### src/rtl/chrisruk_glyph_loader.sv
// -----------------------------------------------------------------------------
// chrisruk_glyph_loader
//
// Feeds the 8x8 LED-matrix strip driver. ASCII characters arrive on a slow
// 3-wire serial link and are queued in a small FIFO. One glyph index
// (0..25 = 'a'..'z') is shown at a time. The shown glyph changes only on a
// driver frame boundary, and each glyph is held for HOLD_FRAMES frames.
//
// Parameters:
//   FIFO_DEPTH    character FIFO entries (power of 2, >= 2)
//   HOLD_FRAMES   frames each glyph is held before the next pop (>= 1)
//
// Ports:
//   i_clk          system clock; all logic runs on its rising edge
//   i_rst_n        asynchronous active-low reset
//   i_ser_clk      serial bit clock, asynchronous to i_clk (rising-edge data)
//   i_ser_dat      serial data, MSB first
//   i_ser_cs_n     active-low byte framing; high discards a partial byte
//   i_frame_done   one-cycle pulse from the driver at the end of each frame
//   o_glyph_idx    current glyph index, 0..25
//   o_glyph_valid  high once a glyph has been loaded
//   o_fifo_full    FIFO holds FIFO_DEPTH entries
//   o_fifo_empty   FIFO holds no entries
//   o_rx_error     sticky: a completed byte was outside 'a'..'z'
//   o_rx_overflow  sticky: a valid byte was dropped because the FIFO was full
// -----------------------------------------------------------------------------
module chrisruk_glyph_loader #(
   parameter int FIFO_DEPTH  = 8,
   parameter int HOLD_FRAMES = 4
) (
   input  logic       i_clk,
   input  logic       i_rst_n,
   input  logic       i_ser_clk,
   input  logic       i_ser_dat,
   input  logic       i_ser_cs_n,
   input  logic       i_frame_done,
   output logic [4:0] o_glyph_idx,
   output logic       o_glyph_valid,
   output logic       o_fifo_full,
   output logic       o_fifo_empty,
   output logic       o_rx_error,
   output logic       o_rx_overflow
);

   localparam int AW = $clog2(FIFO_DEPTH);
   localparam int CW = AW + 1;
   localparam int HW = $clog2(HOLD_FRAMES) + 1;
   localparam logic [HW-1:0] HOLD_LAST = HW'(HOLD_FRAMES - 1);
   localparam logic [CW-1:0] COUNT_FULL = CW'(FIFO_DEPTH);

   typedef enum logic {IDLE, SHOW} state_t;

   // Synchronizers and serial receiver
   logic          r_sclk_s1, r_sclk_s2, r_sclk_d;
   logic          r_dat_s1, r_dat_s2;
   logic          r_cs_s1, r_cs_s2;
   logic [6:0]    r_sr;
   logic [2:0]    r_bitcnt;
   logic          w_sclk_rise;
   logic          w_byte_done;
   logic [7:0]    w_byte;
   logic          w_byte_ok;
   logic          w_wr_req;
   logic          w_byte_bad;
   logic [4:0]    w_wdata;

   // FIFO
   logic [4:0]    r_mem [FIFO_DEPTH];
   logic [AW-1:0] r_wptr, r_rptr;
   logic [CW-1:0] r_count;
   logic [CW-1:0] w_count_next;
   logic          r_fifo_full, r_fifo_empty;
   logic          w_wr_acc;
   logic [4:0]    w_head;

   // Display FSM
   state_t        r_state, w_state_next;
   logic [HW-1:0] r_hold;
   logic [4:0]    r_glyph_idx;
   logic          r_glyph_valid;
   logic          w_pop;
   logic          w_hold_inc;

   // Sticky flags
   logic          r_rx_error, r_rx_overflow;

   // Two-flop synchronizers on all serial pins; a third flop on the bit clock
   // gives the previous synced value for rising-edge detection. The framing
   // chain resets high so the receiver starts out deselected.
   always_ff @(posedge i_clk or negedge i_rst_n) begin
      if (!i_rst_n) begin
         r_sclk_s1 <= 1'b0;
         r_sclk_s2 <= 1'b0;
         r_sclk_d  <= 1'b0;
         r_dat_s1  <= 1'b0;
         r_dat_s2  <= 1'b0;
         r_cs_s1   <= 1'b1;
         r_cs_s2   <= 1'b1;
      end else begin
         r_sclk_s1 <= i_ser_clk;
         r_sclk_s2 <= r_sclk_s1;
         r_sclk_d  <= r_sclk_s2;
         r_dat_s1  <= i_ser_dat;
         r_dat_s2  <= r_dat_s1;
         r_cs_s1   <= i_ser_cs_n;
         r_cs_s2   <= r_cs_s1;
      end
   end

   assign w_sclk_rise = r_sclk_s2 & ~r_sclk_d;

   // The shift register keeps only the 7 most recent bits. The 8th bit is
   // taken straight from the synchronizer in the cycle the byte completes.
   assign w_byte      = {r_sr, r_dat_s2};
   assign w_byte_done = w_sclk_rise & ~r_cs_s2 & (r_bitcnt == 3'd7);
   assign w_byte_ok   = (w_byte >= 8'h61) && (w_byte <= 8'h7A);
   assign w_wr_req    = w_byte_done & w_byte_ok;
   assign w_byte_bad  = w_byte_done & ~w_byte_ok;
   // 'a'..'z' have low five bits 1..26, so subtracting one gives 0..25.
   assign w_wdata     = w_byte[4:0] - 5'd1;

   // Bit counter is held at zero while deselected, so a raised framing line
   // throws away any partial byte. It wraps to zero on the 8th bit.
   always_ff @(posedge i_clk or negedge i_rst_n) begin
      if (!i_rst_n) begin
         r_sr     <= '0;
         r_bitcnt <= '0;
      end else if (r_cs_s2) begin
         r_bitcnt <= '0;
      end else if (w_sclk_rise) begin
         r_sr     <= {r_sr[5:0], r_dat_s2};
         r_bitcnt <= r_bitcnt + 3'd1;
      end
   end

   // A pop in the same cycle frees a slot, so a write into a full FIFO is
   // still accepted then. When full, the write slot equals the read slot, and
   // the popped value is read before the write lands.
   assign w_wr_acc = w_wr_req & ((r_count != COUNT_FULL) | w_pop);
   assign w_head   = r_mem[r_rptr];

   always_ff @(posedge i_clk) begin
      if (w_wr_acc) begin
         r_mem[r_wptr] <= w_wdata;
      end
   end

   always_comb begin
      w_count_next = r_count;
      if (w_wr_acc && !w_pop) begin
         w_count_next = r_count + CW'(1);
      end else if (!w_wr_acc && w_pop) begin
         w_count_next = r_count - CW'(1);
      end
   end

   always_ff @(posedge i_clk or negedge i_rst_n) begin
      if (!i_rst_n) begin
         r_wptr       <= '0;
         r_rptr       <= '0;
         r_count      <= '0;
         r_fifo_full  <= 1'b0;
         r_fifo_empty <= 1'b1;
      end else begin
         if (w_wr_acc) r_wptr <= r_wptr + AW'(1);
         if (w_pop)    r_rptr <= r_rptr + AW'(1);
         r_count      <= w_count_next;
         r_fifo_full  <= (w_count_next == COUNT_FULL);
         r_fifo_empty <= (w_count_next == '0);
      end
   end

   always_ff @(posedge i_clk or negedge i_rst_n) begin
      if (!i_rst_n) begin
         r_rx_error    <= 1'b0;
         r_rx_overflow <= 1'b0;
      end else begin
         r_rx_error    <= r_rx_error | w_byte_bad;
         r_rx_overflow <= r_rx_overflow | (w_wr_req & ~w_wr_acc);
      end
   end

   // Display FSM next state. All decisions are made only on a frame_done
   // cycle. Once a glyph is shown, SHOW is never left. With an empty FIFO the
   // hold counter saturates, so the last glyph stays on the display.
   always_comb begin
      w_state_next = r_state;
      w_pop        = 1'b0;
      w_hold_inc   = 1'b0;
      case (r_state)
         IDLE: begin
            if (i_frame_done && !r_fifo_empty) begin
               w_pop        = 1'b1;
               w_state_next = SHOW;
            end
         end
         SHOW: begin
            if (i_frame_done) begin
               if (r_hold == HOLD_LAST && !r_fifo_empty) begin
                  w_pop = 1'b1;
               end else if (r_hold < HOLD_LAST) begin
                  w_hold_inc = 1'b1;
               end
            end
         end
      endcase
   end

   always_ff @(posedge i_clk or negedge i_rst_n) begin
      if (!i_rst_n) begin
         r_state <= IDLE;
      end else begin
         r_state <= w_state_next;
      end
   end

   // A popped glyph appears on the outputs one edge after the frame_done cycle.
   always_ff @(posedge i_clk or negedge i_rst_n) begin
      if (!i_rst_n) begin
         r_glyph_idx   <= '0;
         r_glyph_valid <= 1'b0;
         r_hold        <= '0;
      end else if (w_pop) begin
         r_glyph_idx   <= w_head;
         r_glyph_valid <= 1'b1;
         r_hold        <= '0;
      end else if (w_hold_inc) begin
         r_hold        <= r_hold + HW'(1);
      end
   end

   assign o_glyph_idx   = r_glyph_idx;
   assign o_glyph_valid = r_glyph_valid;
   assign o_fifo_full   = r_fifo_full;
   assign o_fifo_empty  = r_fifo_empty;
   assign o_rx_error    = r_rx_error;
   assign o_rx_overflow = r_rx_overflow;

endmodule

### config.mk
export PLATFORM = sky130hd
export DESIGN_NAME = chrisruk_glyph_loader
export DESIGN_NICKNAME = d
export VERILOG_FILES = /design/src/rtl/chrisruk_glyph_loader.sv
export SDC_FILE = /design/constraint.sdc
export NUM_CORES = 1
export LEC_CHECK = 0
export ABC_AREA = 1
export BUFFER_PORTS_ARGS = -buffer_cell sky130_fd_sc_hd__buf_2
export CAP_MARGIN = 20
export CELL_PAD_IN_SITES_DETAIL_PLACEMENT = 1
export CELL_PAD_IN_SITES_GLOBAL_PLACEMENT = 2
export CORE_MARGIN = 4
export CORE_UTILIZATION = 45
export CTS_BUF_LIST = sky130_fd_sc_hd__clkbuf_4 sky130_fd_sc_hd__clkbuf_8
export CTS_CLUSTER_SIZE = 25
export DETAILED_ROUTE_END_ITERATION = 7
export GPL_TIMING_DRIVEN = 0
export PLACE_DENSITY = 0.95
export SLEW_MARGIN = 10
export SYNTH_ARGS = -nofsm -noshare
export SYNTH_HDL_FRONTEND = slang
export SYNTH_SLANG_ARGS = --single-unit
### constraint.sdc
create_clock -name i_clk -period 4.25 [get_ports i_clk]
set_clock_uncertainty 0.1 [all_clocks]
set_input_delay 0.2125 -clock i_clk [delete_from_list [all_inputs] [get_ports i_clk]]
set_output_delay 0.2125 -clock i_clk [all_outputs]
set_load 0.05 [all_outputs]
==> results_dict.tcl <==
set metrics [dict create \
    outcome "completed" \
    die_h_um 96.4 \
    syn_inst 311 \
    grt_max_degree 42 \
    syn_to_final_growth_pct 13.2 \
    clkSlewWorstSetupHoldPaths_ps 80 \
    fin_ws_ps 1280 \
    hold_violations 0 \
    holdWs_ps 60.9 \
    hp-class "in -> reg" \
    rsz0062_at_grt "false" \
    syn-cell-area_um2 3520 \
    grt.total_usage 0.188 \
    postSynth.asyncResetShare 0.506 \
    wl_um 7620 \
    min_period_over_period 0.699 \
    worstSetupPathType "reg -> reg" \
    postCtsSetupBuffers 0 \
    grt_pass1_vias 2612 \
    mostFrequentLayoutCell "nand2_1" \
    ys_ff_latch 81 \
    post_cts_resize_count 0 \
    dpl_worst_slack_ps 1350 \
    tritoncts "built" \
    rows 31 \
    maxCapViolCount 0 \
    drive_gt1_frac 0.162 \
    timing.rr.start "r_dat_s2" \
    setup_tns_ps 0 \
    finalMaxSlewViolations 0 \
    stdcell_area_um2 3980 \
    firstDrtPassIters 4 \
    antenna_found_initial 0 \
    num-nets-final 358 \
    grt-ovfl-total 0 \
    yosysTopAreaCell "edfxtp_1" \
    antenna_cells 0 \
    yosys_warnings 0 \
    ctsRootBufferMaster "clkbuf_8" \
    syn_avg_cell_area_um2 11.3 \
    crit_arrival_ps 2830 \
    yosysSeqAreaShare 0.634 \
    synth.distinct_cells 36 \
    start_util 0.475 \
    ios 16 \
    finalSetupViolCount 0 \
    cts_sinks 81 \
    required_ps 4110 \
    worstSetupEndpointType "flip-flop" \
    wl_per_cell_um 17.1 \
    dieArea_um2 9300 \
    power_mw 2.36 \
    synth_edf_count 40 \
    clk_path_buf_depth 2 \
    insertion_delay_ps 340 \
    dieWidth_um 96.4 \
    ir_drop_mv 0.204 \
    hp-start "i_frame_done" \
    drt-initial-drc-count 79 \
    placed_area_um2 3720 \
    powerDensity_nw_per_um2 592 \
    min_period_ps 2970 \
    cts.htree.levels 3 \
    drc 0 \
    ys_dominant_reg_cell "edfxtp_1" \
    r2r_cells 10 \
    syn-num-nets 328 \
    whs_path_depth 3 \
    power.leakage_nw 1.72 \
    coreArea_um2 7410 \
    dp_hpwl_um 5200 \
    vias_per_cell 5.31 \
    fmax_mhz 336 \
    synthTopCellsByArea "edfxtp_1 34%, dfrtp_1 27%, nand2_1 5.8%" \
    final_cell_mix "54 x nand2_1, 40 x edfxtp_1, 38 x dfrtp_1" \
    startpoint "r_dat_s2" \
    io_buffers 15 \
    grt_pass1_wl_um 13000 \
    gp_congestion 0.726 \
    vias 2361 \
    crit_fanout 11 \
    worst_pin_slew_ps 1070 \
    ant_nets 0 \
    r2r_slack_ps 1280 \
    cts-buffers-inserted 9 \
    slew_headroom 0.282 \
    yosys.area.top_type_share 0.341 \
    crit_path_start_kind "flip-flop" \
]
## cell usage after synthesis, types with 2 or more instances
cell	instances
mux2i_1	5
nor2_1	25
nand2_2	5
inv_2	2
o32ai_1	5
ha_1	11
nor3_1	9
edfxtp_1	40
nor2_2	4
o21ai_0	22
nand3_1	12
xor2_1	7
clkbuf_1	6
o221ai_1	5
nor2_4	2
xnor2_1	2
inv_1	28
o211ai_1	5
a21oi_1	4
nand3_2	2
dfstp_2	3
buf_2	2
nand2_1	54
o21bai_1	2
dfrtp_1	38
## cell families (layout without fill, tap and decap cells)
logic type,count (synthesis),in the layout,share of synthesized area
muxes,5,5,0.0142
DFF,81,81,0.634
adders and majority gates,11,11,0.0391
AOI/OAI and AO/OA,45,45,0.0818
xor gates and xnor gates,9,9,0.0224
and+or+nand+nor,121,121,0.166
buffers and inverters,39,74,0.0423
## critical path, stage by stage, from the launching register on
cell	delay, ps
dfrtp_1	410
inv_1	280
ha_1	200
nand2_1	60
nand3_2	100
nand2_2	70
nor2_4	120
nand3_1	150
inv_1	150
nand2_1	110
nor3_1	830
## per-stage QoR
step,std cells,util
after floorplan,311,-
after global placement,425,0.502
after detailed placement,425,0.502
after CTS,445,0.538
after global routing,445,0.538
final,445,0.538
## cell type report
type,count,area (µm²)
Tap cell,99,124
Clock buffer,13,160
Inverter,30,113
Fill cell,814,3420
Timing Repair Buffer,19,115
Multi-Input combinational cell,191,1140
Sequential cell,81,2230
Buffer,9,36.3
Clock inverter,3,65.1
## where the power goes
| group | internal (mW) | switching (mW) | leakage [nW] |
|---|---|---|---|
| sequential | 0.943 | 0.0798 | 0.857 |
| combinational | 0.211 | 0.495 | 0.745 |
| clock | 0.366 | 0.263 | 0.118 |
## state kept, by name, summed over array words and instances (netlist names), 3 cells and up
signal,cells
r_mem,40
r_sr,7
o_glyph_idx,5
r_count,4
r_bitcnt,3
r_hold,3
r_rptr,3
r_wptr,3
## per-layer routing
layer  GRT usage  vias to the layer above  part of all wire
met5           0                        -                 0
met4      0.0689                        0             0.023
met3      0.0426                       17             0.031
met2       0.328                       45              0.51
met1       0.228                     1176              0.43
li1            -                     1123                 -
## repair_timing
item	in CTS	in global routing
setup endpoints to repair	0	0
endpoints found under the hold margin	41	0
hold buffers	4	0
## final timing paths
path	to
setup / recovery	r_mem[1][0]
hold / removal	r_state
setup reg to reg	r_mem[1][0]
hold reg to reg	r_dat_s2
max in group asynchronous	r_wptr[2]
min in group asynchronous	o_glyph_idx[2]
No activity file was read; power rests on OpenSTA's default activity.
